## config.mk

```make
export PLATFORM = sky130hd
export DESIGN_NAME = alu_share_arbiter
export DESIGN_NICKNAME = d
export VERILOG_FILES = /design/src/rtl/alu_share_arbiter.sv
export SDC_FILE = /design/constraint.sdc
export NUM_CORES = 1
export LEC_CHECK = 0
export CAP_MARGIN = 20
export CORE_MARGIN = 3
export CORE_UTILIZATION = 40
export CTS_CLUSTER_DIAMETER = 80
export DETAILED_ROUTE_END_ITERATION = 7
export GPL_TIMING_DRIVEN = 0
export PLACE_DENSITY = 0.8
export SLEW_MARGIN = 20
export SYNTH_ARGS = -nofsm -noshare
export SYNTH_HDL_FRONTEND = slang
export SYNTH_SLANG_ARGS = --single-unit
export TNS_END_PERCENT = 1
```

## constraint.sdc

```tcl
create_clock -name clk -period 1.6 [get_ports clk]
set_input_delay 0.32 -clock clk [delete_from_list [all_inputs] [get_ports clk]]
set_output_delay 0.32 -clock clk [all_outputs]
set_load 0.1 [all_outputs]
```

## src/rtl/alu_share_arbiter.sv

```systemverilog
// Two-requester arbiter in front of a shared combinational ALU: grant, operand capture,
// one-cycle execute, held response. Define ALU_SHARE_FIXED_PRIO_EN for fixed priority to requester 0.
module alu_share_arbiter #(
  parameter int WIDTH = 32,
  parameter int OPW   = 8
) (
  input  logic             clk,
  input  logic             rst_n,
  input  logic             req_valid_0,
  input  logic [OPW-1:0]   req_op_0,
  input  logic [WIDTH-1:0] req_a_0,
  input  logic [WIDTH-1:0] req_b_0,
  output logic             req_ready_0,
  input  logic             req_valid_1,
  input  logic [OPW-1:0]   req_op_1,
  input  logic [WIDTH-1:0] req_a_1,
  input  logic [WIDTH-1:0] req_b_1,
  output logic             req_ready_1,
  output logic [WIDTH-1:0] alu_in1,
  output logic [WIDTH-1:0] alu_in2,
  output logic [OPW-1:0]   alu_op,
  input  logic [WIDTH-1:0] alu_out,
  output logic             resp_valid,
  output logic             resp_id,
  output logic [WIDTH-1:0] resp_data,
  input  logic             resp_ready,
  output logic             busy
);

  typedef enum logic [1:0] {
    S_IDLE = 2'd0,
    S_EXEC = 2'd1,
    S_DONE = 2'd2
  } state_t;

  state_t           r_state;
  logic [WIDTH-1:0] r_a;
  logic [WIDTH-1:0] r_b;
  logic [OPW-1:0]   r_op;
  logic [WIDTH-1:0] r_resp_data;
  logic             r_resp_id;
  logic             r_resp_valid;
  logic             r_busy;
  logic             r_last_grant;

  logic             w_grant_0;
  logic             w_grant_1;
  logic             w_idle;
  logic             w_acc_0;
  logic             w_acc_1;

  // Arbitration: a tie goes to the requester that did not win last time
  always_comb begin
    w_grant_0 = 1'b0;
    w_grant_1 = 1'b0;
    if (req_valid_0 && req_valid_1) begin
`ifdef ALU_SHARE_FIXED_PRIO_EN
      w_grant_0 = 1'b1;
      w_grant_1 = 1'b0;
`else
      w_grant_0 = r_last_grant;
      w_grant_1 = ~r_last_grant;
`endif
    end else if (req_valid_0) begin
      w_grant_0 = 1'b1;
    end else if (req_valid_1) begin
      w_grant_1 = 1'b1;
    end else begin
      w_grant_0 = 1'b0;
      w_grant_1 = 1'b0;
    end
  end

  assign w_idle      = (r_state == S_IDLE);
  assign w_acc_0     = w_idle & w_grant_0 & req_valid_0;
  assign w_acc_1     = w_idle & w_grant_1 & req_valid_1;
  assign req_ready_0 = w_acc_0;
  assign req_ready_1 = w_acc_1;

  // ALU is driven only from the captured operands, so it sees stable inputs in EXEC
  assign alu_in1    = r_a;
  assign alu_in2    = r_b;
  assign alu_op     = r_op;
  assign resp_valid = r_resp_valid;
  assign resp_id    = r_resp_id;
  assign resp_data  = r_resp_data;
  assign busy       = r_busy;

  // Control FSM with operand capture and response registers
  always_ff @(posedge clk or negedge rst_n) begin
    if (!rst_n) begin
      r_state      <= S_IDLE;
      r_a          <= '0;
      r_b          <= '0;
      r_op         <= '0;
      r_resp_data  <= '0;
      r_resp_id    <= 1'b0;
      r_resp_valid <= 1'b0;
      r_busy       <= 1'b0;
      r_last_grant <= 1'b1;
    end else begin
      case (r_state)
        S_IDLE: begin
          if (w_acc_0 || w_acc_1) begin
            r_a          <= w_acc_1 ? req_a_1  : req_a_0;
            r_b          <= w_acc_1 ? req_b_1  : req_b_0;
            r_op         <= w_acc_1 ? req_op_1 : req_op_0;
            r_resp_id    <= w_acc_1;
            r_last_grant <= w_acc_1;
            r_busy       <= 1'b1;
            r_state      <= S_EXEC;
          end else begin
            r_state <= S_IDLE;
          end
        end
        S_EXEC: begin
          r_resp_data  <= alu_out;
          r_resp_valid <= 1'b1;
          r_state      <= S_DONE;
        end
        S_DONE: begin
          if (resp_ready) begin
            r_resp_valid <= 1'b0;
            r_busy       <= 1'b0;
            r_state      <= S_IDLE;
          end else begin
            r_state <= S_DONE;
          end
        end
        default: begin
          r_resp_valid <= 1'b0;
          r_busy       <= 1'b0;
          r_state      <= S_IDLE;
        end
      endcase
    end
  end

endmodule

```

[Word level (Yosys, flattened, before mapping)]
Cells that the tools add are included.
Storage, ports and cells
  register bits: 110
  input bits: 181
  output and inout port bits: 109
  word-level logic and storage cells: 41
Operators by class
  equal/unequal tests: 4
  mux-type cells: 15
  bitwise operators: 7
  reductions and logical operators: 6
Operators with widths (number)
  32-bit two-way mux: 2
  1-bit two-way mux: 8
  8-bit two-way mux: 1
  1-bit case mux with 3 select lines: 2
  2-bit case mux with 3 select lines: 1
  1-bit AND: 4
  2-bit AND reduction: 2
  1-bit inverter: 3
  3-bit AND reduction: 1
  2-bit by 1-bit == test with 1-bit output, second input constant: 1
  2-bit == test, second input constant: 1
  2-bit logical NOT: 1
  2-bit two-way mux: 1
  2-bit by 1-bit inequality test with 1-bit output, second input constant: 1
  2-bit inequality test, second input constant: 1
  1-bit logical AND: 1
  1-bit logical OR: 1

[Longest topological paths before layout]
Gate-level depths: netlist of the first run.
  depth in word-level cells: 8
  gate-level depth with buffers: 5
  depth with buffers taken out: 3

[Least setup slack after synthesis of the first run]
No wires, ideal clock.
  path type: register to output
  from: register r_state[1]
  to: output req_ready_1
  data arrival time: 1.574 ns
  data required time: 1.280 ns
  path slack: -0.294 ns
  stages on the path, launching flop included: 4
  path buffers: 1
  cell sequence: dfrtp_1 nor3b_2 buf_2 and2_1
Between the ends
  cells in the longest elaborated chain, start to end: 3
RTL lines
  from (decl): RTL line 36  | state_t r_state;
  from (signal assigned): RTL line 92  | r_state <= S_IDLE;
  from (signal assigned): RTL line 111  | r_state <= S_EXEC;
  from (signal assigned): RTL line 113  | r_state <= S_IDLE;
  2-bit logical NOT: RTL line 74  | assign w_idle = (r_state == S_IDLE);
  1-bit AND (2 in series): RTL line 76  | assign w_acc_1 = w_idle & w_grant_1 & req_valid_1;
  to (decl): RTL line 18  | output logic req_ready_1,
Every way passes these cells.

[Worst setup path in the final report of the first run]
Ends and elaborated chain as after synthesis.

==> impl_metrics.env, run 1 <==
export IMPL_status="complete, but fails checks"
export IMPL_violations="negative setup slack"
export IMPL_ys_ff_latch=110
export IMPL_via_per_inst=5.71
export IMPL_fin_ws_ps=-239
export IMPL_synthTopCellsByArea="dfrtp_1 47%, o2111ai_1 11%, nand3b_1 9.4%"
export IMPL_die_w_um=126
export IMPL_relSlewSlack_pct=60.1
export IMPL_clock_skew_ps=6.18
export IMPL_grt_pass1_vias=5902
export IMPL_fp_dieH_um=126
export IMPL_drt_first_pass_iters=5
export IMPL_initial_core_util_pct=41.3
export IMPL_fin_area_mm2=0.00899
export IMPL_dp_hpwl_um=15900
export IMPL_cp_max_fo=4
export IMPL_fin_nets=1003
export IMPL_drv_slew=0
export IMPL_reg2reg_slack_ps=-20
export IMPL_worstSkewPairLatency_ps=350
export IMPL_drv_cap=0
export IMPL_worstSetupPathType="register to primary output"
export IMPL_fillers=1168
export IMPL_hp_class="register to register"
export IMPL_place_ws_ps=-1660
export IMPL_cts_tree="done"
export IMPL_syn_mean_instance_area_um2=11.2
export IMPL_ys_seq_area_share_pct=47.7
export IMPL_io_buffers=289
export IMPL_synthArstFlopShare_pct=100
export IMPL_grt_max_degree=63
export IMPL_grt_pass1_wl_um=33600
export IMPL_antenna_found_initial=0
export IMPL_htree_levels=3
export IMPL_track_usage_pct=26.5
export IMPL_synth_distinct_cells=29
export IMPL_grt_overflow=0
export IMPL_drive_above_1_share_pct=25.9
export IMPL_synth_area_mm2=0.00577
export IMPL_worst_pin_slew_ps=599
export IMPL_worstPathArrival_ps=1520
export IMPL_yosys_warnings=0
export IMPL_pin_count=290
export IMPL_drtAntennaViolNets=0
export IMPL_wl_um=21800
export IMPL_cp_start_kind="register"
export IMPL_synth_top_area_share_pct=47.3
export IMPL_coreArea_mm2=0.0140
export IMPL_fin_util_pct=64.3
export IMPL_drt_initial_drc_count=422
export IMPL_cts_root_buffer="clkbuf_16"
export IMPL_synthCells=514
export IMPL_synth_nets=695
export IMPL_die_area_mm2=0.0159
export IMPL_synth_edf_count=0
export IMPL_reg2reg_depth=4
export IMPL_avgRoutedWirePerCell_um=21.7
export IMPL_finalHoldViolations=0
export IMPL_hold_depth=1
export IMPL_route_detailed_drc=0
export IMPL_cts_sinks=110
export IMPL_required_ps=1280
export IMPL_row_count=43
export IMPL_holdWs_ps=494
export IMPL_period_share_pct=115
export IMPL_syn_to_final_growth_pct=55.8
export IMPL_routabilityCongestion=0.860
export IMPL_vias=5749
export IMPL_timing_fmax_mhz=544
export IMPL_setup_viol=4
export IMPL_synth_main_ff_cell="dfrtp_1"
export IMPL_cts_buffers=9
export IMPL_yosysTopAreaCell="dfrtp_1"
export IMPL_dpl_cell_area_mm2=0.00892
export IMPL_num_antenna_cells=0
export IMPL_clk_path_buf_depth=2
export IMPL_yosysMostFrequentCell="dfrtp_1"
export IMPL_rsz0062_at_grt="yes"
export IMPL_final_min_clock_period_ps=1840
export IMPL_endpoint_kind="primary output"
export IMPL_path_clk_slew_ps=70
export IMPL_yosys_top_cells_count="109 x dfrtp_1, 72 x and3_1, 72 x nand3b_1, 72 x o2111ai_1, 40 x o21ai_1"
==> flip-flops by register name, indices dropped and copies added, names as in the netlist <==
name	cells
alu_op	8
alu_in1	32
r_last_grant	1
r_state	2
resp_valid	1
resp_data	32
alu_in2	32
busy	1
resp_id	1
==> through the flow <==
stage / setup TNS, ps / instances
2_1_floorplan: -2.71 / 514
3_3_place_gp: -498870 / 983
3_5_place_dp: -56380 / 984
4_1_cts: -735 / 1006
5_1_grt: -1940 / 1007
6_report: -488 / 1007
==> worst max-delay path, cell delays in order (launching register included) <==
cell,delay [ps]
dfrtp_2,440
nor3b_4,280
buf_6,140
and2_4,140
buf_12,170
==> final cells by class <==
cell class              instances  area [um^2]  share of cell area, %
multi-input cells             337         2600                   28.9
clock buffers                   9          225                   2.50
repair buffers                297         2600                   28.9
clock inverters                 7         81.3                  0.905
inverters                       2         7.51                 0.0835
flip-flops and latches        110         2760                   30.7
well taps                     180          225                   2.50
plain buffers                  65          497                   5.52
==> placed cells by master, fill, tap and decap left out, types with 23 or more instances in the layout <==
| master | Yosys | routed |
|---|---|---|
| o21ai_1 | 40 | 43 |
| nand3b_1 | 72 | 72 |
| clkdlybuf4s50_1 | 0 | 177 |
| dfrtp_1 | 109 | 107 |
| clkbuf_1 | 31 | 23 |
| o2111ai_1 | 72 | 72 |
| o21ai_0 | 33 | 30 |
| mux2_4 | 29 | 29 |
| buf_2 | 12 | 87 |
| clkdlybuf4s18_2 | 0 | 25 |
| and3_1 | 72 | 72 |
==> layer usage <==
layer	global-route usage [%]	vias up	part of all wire [%]
met3	5.68	40	7.4
met4	8.20	0	2.4
met2	45.4	278	50
li1	-	2603	-
met5	0	-	0
met1	33.7	2828	40
==> kinds of logic (layout without fill, tap and decap cells) <==
| logic type | after synthesis | count (layout) | share of synthesized area (%) |
|---|---|---|---|
| and+or+nand+nor | 154 | 154 | 18.1 |
| buffers and inverters | 67 | 380 | 7.94 |
| DFF | 110 | 110 | 47.7 |
| AOI/OAI and AO/OA | 151 | 151 | 18.1 |
| muxes | 32 | 32 | 8.13 |
==> timing repair <==
action,in CTS,in global routing
endpoints found under the hold margin,60,0
resized for setup,458,101
pin swaps,2,1
endpoints found under the setup margin,179,135
hold buffers,1,0
buffers inserted,5,1
==> final timing paths <==
path / startpoint / end
worst min register to register: resp_valid / resp_valid
min in group asynchronous: rst_n / alu_in1[1]
worst max-delay path: r_state[1] / req_ready_1
worst min-delay path: resp_valid / resp_valid
worst max register to register: r_last_grant / alu_in2[20]
max in group asynchronous: rst_n / resp_data[22]
Power of run 1 is left out: the tool's default activity adds up to more than one toggle a clock period on the data nets, which glitch-free logic cannot reach.
==> run 2, diff against run 1 <==
--- a/config.mk
+++ b/config.mk
@@ -5,7 +5,7 @@
 export SDC_FILE = /design/constraint.sdc
 export NUM_CORES = 1
 export LEC_CHECK = 0
-export CAP_MARGIN = 20
+export CAP_MARGIN = 30
 export CORE_MARGIN = 3
 export CORE_UTILIZATION = 40
 export CTS_CLUSTER_DIAMETER = 80
==> impl_metrics.env, run 2 (synthesized netlist as in run 1, its figures left out) <==
export IMPL_status="complete, but fails checks"
export IMPL_violations="negative setup slack"
export IMPL_avgRoutedWirePerCell_um=21.5
export IMPL_worstPathArrival_ps=1510
export IMPL_critPathBufInv=2
export IMPL_clk_path_buf_depth=2
export IMPL_fp_dieH_um=126
export IMPL_num_antenna_cells=0
export IMPL_reg2reg_depth=5
export IMPL_routabilityCongestion=0.860
export IMPL_holdWs_ps=488
export IMPL_relSlewSlack_pct=59.8
export IMPL_worst_pin_slew_ps=602
export IMPL_path_clk_slew_ps=80
export IMPL_crit_end="req_ready_1"
export IMPL_grt_pass1_wl_um=33800
export IMPL_final_cell_mix="177 x clkdlybuf4s50_1, 107 x dfrtp_1, 86 x buf_2"
export IMPL_place_ws_ps=-1640
export IMPL_timing_fmax_mhz=548
export IMPL_cts_tree="done"
export IMPL_hp_class="register to register"
export IMPL_cts_root_buffer="clkbuf_16"
export IMPL_row_count=43
export IMPL_fillers=1134
export IMPL_slowest_stage="dfstp_2"
export IMPL_reg2reg_slack_ps=30
export IMPL_drt_initial_drc_count=400
export IMPL_worst_r2r_startpoint="r_last_grant"
export IMPL_via_per_inst=5.71
export IMPL_dp_hpwl_um=15800
export IMPL_pin_count=290
export IMPL_initial_core_util_pct=41.3
export IMPL_period_share_pct=114
export IMPL_fin_ws_ps=-225
export IMPL_cts_sinks=110
export IMPL_setup_viol=2
export IMPL_endpoint_kind="primary output"
export IMPL_cp_max_fo=10
export IMPL_wl_um=21600
export IMPL_clock_skew_ps=5.36
export IMPL_grt_pass1_vias=5943
export IMPL_vias=5757
export IMPL_route_detailed_drc=0
export IMPL_path_delay_family="flip-flops"
export IMPL_final_common_cell="clkdlybuf4s50_1"
export IMPL_grt_overflow=0
export IMPL_required_ps=1280
export IMPL_io_buffers=289
export IMPL_drv_cap=0
export IMPL_multi_input_area_mm2=0.00258
export IMPL_grt_max_degree=63
export IMPL_dpl_cell_area_mm2=0.00900
export IMPL_antenna_found_initial=0
export IMPL_final_min_clock_period_ps=1830
export IMPL_startpoint="r_last_grant"
export IMPL_cp_num_cells=4
export IMPL_slowest_delay_ps=590
export IMPL_drive_above_1_share_pct=25.7
export IMPL_track_usage_pct=26.5
export IMPL_drtAntennaViolNets=0
export IMPL_cp_start_kind="register"
export IMPL_syn_to_final_growth_pct=56.9
export IMPL_die_w_um=126
export IMPL_die_area_mm2=0.0159
export IMPL_drv_slew=0
export IMPL_cts_buffers=9
export IMPL_worstSkewPairLatency_ps=350
export IMPL_rsz0062_at_grt="yes"
export IMPL_crit_chain="nand2_4 -> clkbuf_8 -> and2_4 -> buf_12"
export IMPL_fin_nets=1004
export IMPL_fin_area_mm2=0.00905
export IMPL_drt_first_pass_iters=5
export IMPL_htree_levels=3
export IMPL_coreArea_mm2=0.0140
export IMPL_finalHoldViolations=0
export IMPL_seqCellArea_mm2=0.00276
export IMPL_worstSetupPathType="register to primary output"
export IMPL_r2r_end="alu_in1[11]"
export IMPL_tns_ps=-431
run 2: per-layer routing:
metal | wire [um] | GRT usage [%] | vias up | share of wire, %
met4 | 461 | 7.07 | 0 | 2.1
met3 | 1540 | 5.51 | 29 | 7.1
met5 | 0 | 0 | - | 0
li1 | - | - | 2616 | -
met2 | 10700 | 45.1 | 298 | 50
met1 | 8910 | 34.7 | 2814 | 41
run 2: layout make-up:
type / instances / area share [%]
Tap cell: 180 / 2.49
Clock inverter: 7 / 0.968
Clock buffer: 9 / 2.49
Timing Repair Buffer: 298 / 29.5
Multi-Input combinational cell: 337 / 28.6
Buffer: 65 / 5.43
Inverter: 2 / 0.0829
Sequential cell: 110 / 30.5
run 2: stage by stage:
| step | util, % | std cells |
|---|---|---|
| CTS | 67.0 | 1008 |
| global route | 64.7 | 1008 |
| finish | 64.7 | 1008 |
| floorplan | - | 514 |
| detailed placement | 64.3 | 987 |
| global placement | 63.6 | 983 |
run 2: how the worst min path moves through the flow:
| stage | from | to | slack [ps] | cells past startpoint |
|---|---|---|---|---|
| after floorplan | rst_n | alu_in1[0] | 20 | 0 |
| after global placement | resp_valid | resp_valid | 470 | 1 |
| after detailed placement | rst_n | resp_id | 350 | 1 |
| after CTS | resp_valid | resp_valid | 490 | 1 |
| after global routing | resp_valid | resp_valid | 520 | 1 |
| final | resp_valid | resp_valid | 490 | 1 |
run 2: repair_timing:
item	in CTS	in global routing
cloned	0	0
gates resized for setup	439	115
hold buffers	1	0
endpoints found under the setup margin	179	141
setup buffers	4	0
pin swaps	1	0
hold endpoints to repair	60	0
Power of run 2 is left out for the same reason.
==> run 3, diff against run 2 <==
--- a/config.mk
+++ b/config.mk
@@ -11,7 +11,7 @@
 export CTS_CLUSTER_DIAMETER = 80
 export DETAILED_ROUTE_END_ITERATION = 7
 export GPL_TIMING_DRIVEN = 0
-export PLACE_DENSITY = 0.8
+export PLACE_DENSITY = 0.88
 export SLEW_MARGIN = 20
 export SYNTH_ARGS = -nofsm -noshare
 export SYNTH_HDL_FRONTEND = slang
==> constraint.sdc (replaced) <==
create_clock -name clk -period 1.6 [get_ports clk]
set_input_delay 0.32 -clock clk [delete_from_list [all_inputs] [get_ports clk]]
set_output_delay 0.32 -clock clk [all_outputs]
set_load 0.005 [all_outputs]
==> impl_metrics.env, run 3 (synthesized netlist as in run 1, its figures left out) <==
export IMPL_coreArea_mm2=0.0140
export IMPL_wl_um=21400
export IMPL_final_common_cell="clkdlybuf4s50_1"
export IMPL_p_leak_nw=4.20
export IMPL_tns_ps=-322
export IMPL_slowest_stage="dfstp_2"
export IMPL_total_power_mw=16.7
export IMPL_cts_root_buffer="clkbuf_16"
export IMPL_cts_tree="done"
export IMPL_drv_slew=0
export IMPL_htree_levels=3
export IMPL_drive_above_1_share_pct=14.5
export IMPL_use_met3_pct=5.22
export IMPL_path_delay_family="flip-flops"
export IMPL_worst_pin_slew_ps=552
export IMPL_rsz0062_at_grt="yes"
export IMPL_cp_start_kind="register"
export IMPL_busiest_layer="met2"
export IMPL_power_density_mw_per_mm2=1760
export IMPL_syn_to_final_growth_pct=64.8
export IMPL_r2r_end="alu_in1[29]"
export IMPL_pin_count=290
export IMPL_via_per_inst=5.71
export IMPL_setup_viol=2
export IMPL_initial_core_util_pct=41.3
export IMPL_fin_ws_ps=-194
export IMPL_cp_max_fo=2
export IMPL_io_buffers=289
export IMPL_final_cell_mix="270 x clkdlybuf4s50_1, 107 x dfrtp_1, 72 x and3_1, 72 x o2111ai_1, 72 x nand3b_1"
export IMPL_worstSkewPairLatency_ps=350
export IMPL_violations="negative setup slack"
export IMPL_hp_class="primary input to asynchronous set/reset pin"
export IMPL_drtAntennaViolNets=0
export IMPL_crit_chain="buf_4 -> nand2_8 -> clkbuf_8 -> and2_4 -> buf_6"
export IMPL_critPathBufInv=3
export IMPL_routabilityCongestion=0.849
export IMPL_grt_overflow=0
export IMPL_fin_cells=1017
export IMPL_row_count=43
export IMPL_required_ps=1280
export IMPL_reg2reg_slack_ps=10
export IMPL_period_share_pct=112
export IMPL_antenna_found_initial=0
export IMPL_dp_cells=984
export IMPL_holdWs_ps=488
export IMPL_cts_buffers=9
export IMPL_gr_usage_met2_pct=43.6
export IMPL_timing_fmax_mhz=557
export IMPL_cts_sinks=110
export IMPL_grt_pass1_vias=6003
export IMPL_drt_initial_drc_count=387
export IMPL_relSlewSlack_pct=63.2
export IMPL_vias=5812
export IMPL_route_detailed_drc=0
export IMPL_die_area_mm2=0.0159
export IMPL_fillers=1031
export IMPL_num_antenna_cells=0
export IMPL_avgRoutedWirePerCell_um=21.1
export IMPL_fp_dieH_um=126
export IMPL_drv_cap=0
export IMPL_slowest_delay_ps=530
export IMPL_clock_skew_ps=6.63
export IMPL_grt_max_degree=57
export IMPL_final_min_clock_period_ps=1790
export IMPL_reg2reg_depth=7
export IMPL_path_clk_slew_ps=70
export IMPL_finalHoldViolations=0
export IMPL_dp_hpwl_um=15400
export IMPL_clk_path_buf_depth=2
export IMPL_status="complete, but fails checks"
export IMPL_use_met1_pct=33.9
export IMPL_worstPathArrival_ps=1470
export IMPL_track_usage_pct=26.2
export IMPL_grt_pass1_wl_um=33100
export IMPL_fin_nets=1013
export IMPL_endpoint_kind="primary output"
export IMPL_die_w_um=126
export IMPL_worst_r2r_startpoint="r_state[1]"
export IMPL_peakVddDrop_uv=772
export IMPL_drt_first_pass_iters=5
export IMPL_worstSetupPathType="register to primary output"
==> run 3: cell count changes in the layout (fill, tap and decap cells not counted), moves of 11 or more <==
cell,previous run,this run
dlymetal6s2s_1,0,11
buf_4,5,19
o21ai_0,24,6
clkdlybuf4s50_1,177,270
clkdlybuf4s18_2,22,0
buf_2,86,7
o21ai_1,49,66
==> run 3: per-layer routing <==
layer	routed length (um)	vias to the layer above
met2	10400	315
met4	680	0
met1	8740	2829
met5	0	-
met3	1620	48
li1	-	2620
==> run 3: layout make-up <==
| class | count | area, um^2 | share of cell area [%] |
|---|---|---|---|
| buffer | 65 | 531 | 5.58 |
| multi-input combinational | 337 | 2600 | 27.3 |
| clock buffer | 9 | 225 | 2.37 |
| timing repair buffer | 307 | 3090 | 32.4 |
| tap | 180 | 225 | 2.37 |
| inverter | 2 | 7.51 | 0.0789 |
| sequential | 110 | 2760 | 29.0 |
| clock inverter | 7 | 81.3 | 0.855 |
==> run 3: report_power, final <==
group          internal [mW]  total (mW)  switching [mW]
combinational           5.50        9.42            3.92
clock                   1.24        2.34            1.10
sequential              4.19        4.97           0.784
total                   10.9        16.7            5.81
==> run 3: what timing repair did <==
action,CTS,global route
pin swaps,1,1
endpoints found under the setup margin,75,83
gates cloned,0,0
buffers inserted,13,3
hold buffers,1,0
resized for setup,48,58
endpoints found under the hold margin,54,0
==> run 3: metrics by stage <==
stage / worst slack [ps] / instance area (um^2) / util [%]
global route: -252 / 9510 / 68.0
finish: -194 / 9510 / 68.0
detailed placement: -1000 / 8920 / 63.7
CTS: -245 / 9420 / 67.4
global placement: -4130 / 8890 / 63.5
floorplan: 262 / 5770 / -
==> run 3: worst register-to-register path: stages, from the launching register on <==
cell      delay [ps]
dfrtp_2          410
buf_6            120
buf_4            130
or2_1            230
buf_6            170
buf_6            150
o21ai_1          170
nand3b_1         100
==> run 3: worst max-delay path by stage <==
| stage | start | endpoint | slack (ps) | depth (start not counted) |
|---|---|---|---|---|
| 5_1_grt | r_state[1] | req_ready_1 | -250 | 5 |
| 3_5_place_dp | req_valid_0 | req_ready_1 | -1000 | 5 |
| 4_1_cts | r_state[0] | req_ready_1 | -250 | 5 |
| 3_3_place_gp | rst_n | resp_data[25] | -4130 | 1 |
| 6_report | r_last_grant | req_ready_1 | -190 | 5 |
| 2_1_floorplan | r_last_grant | req_ready_1 | 260 | 3 |
No activity file was read; power rests on OpenSTA's default activity.
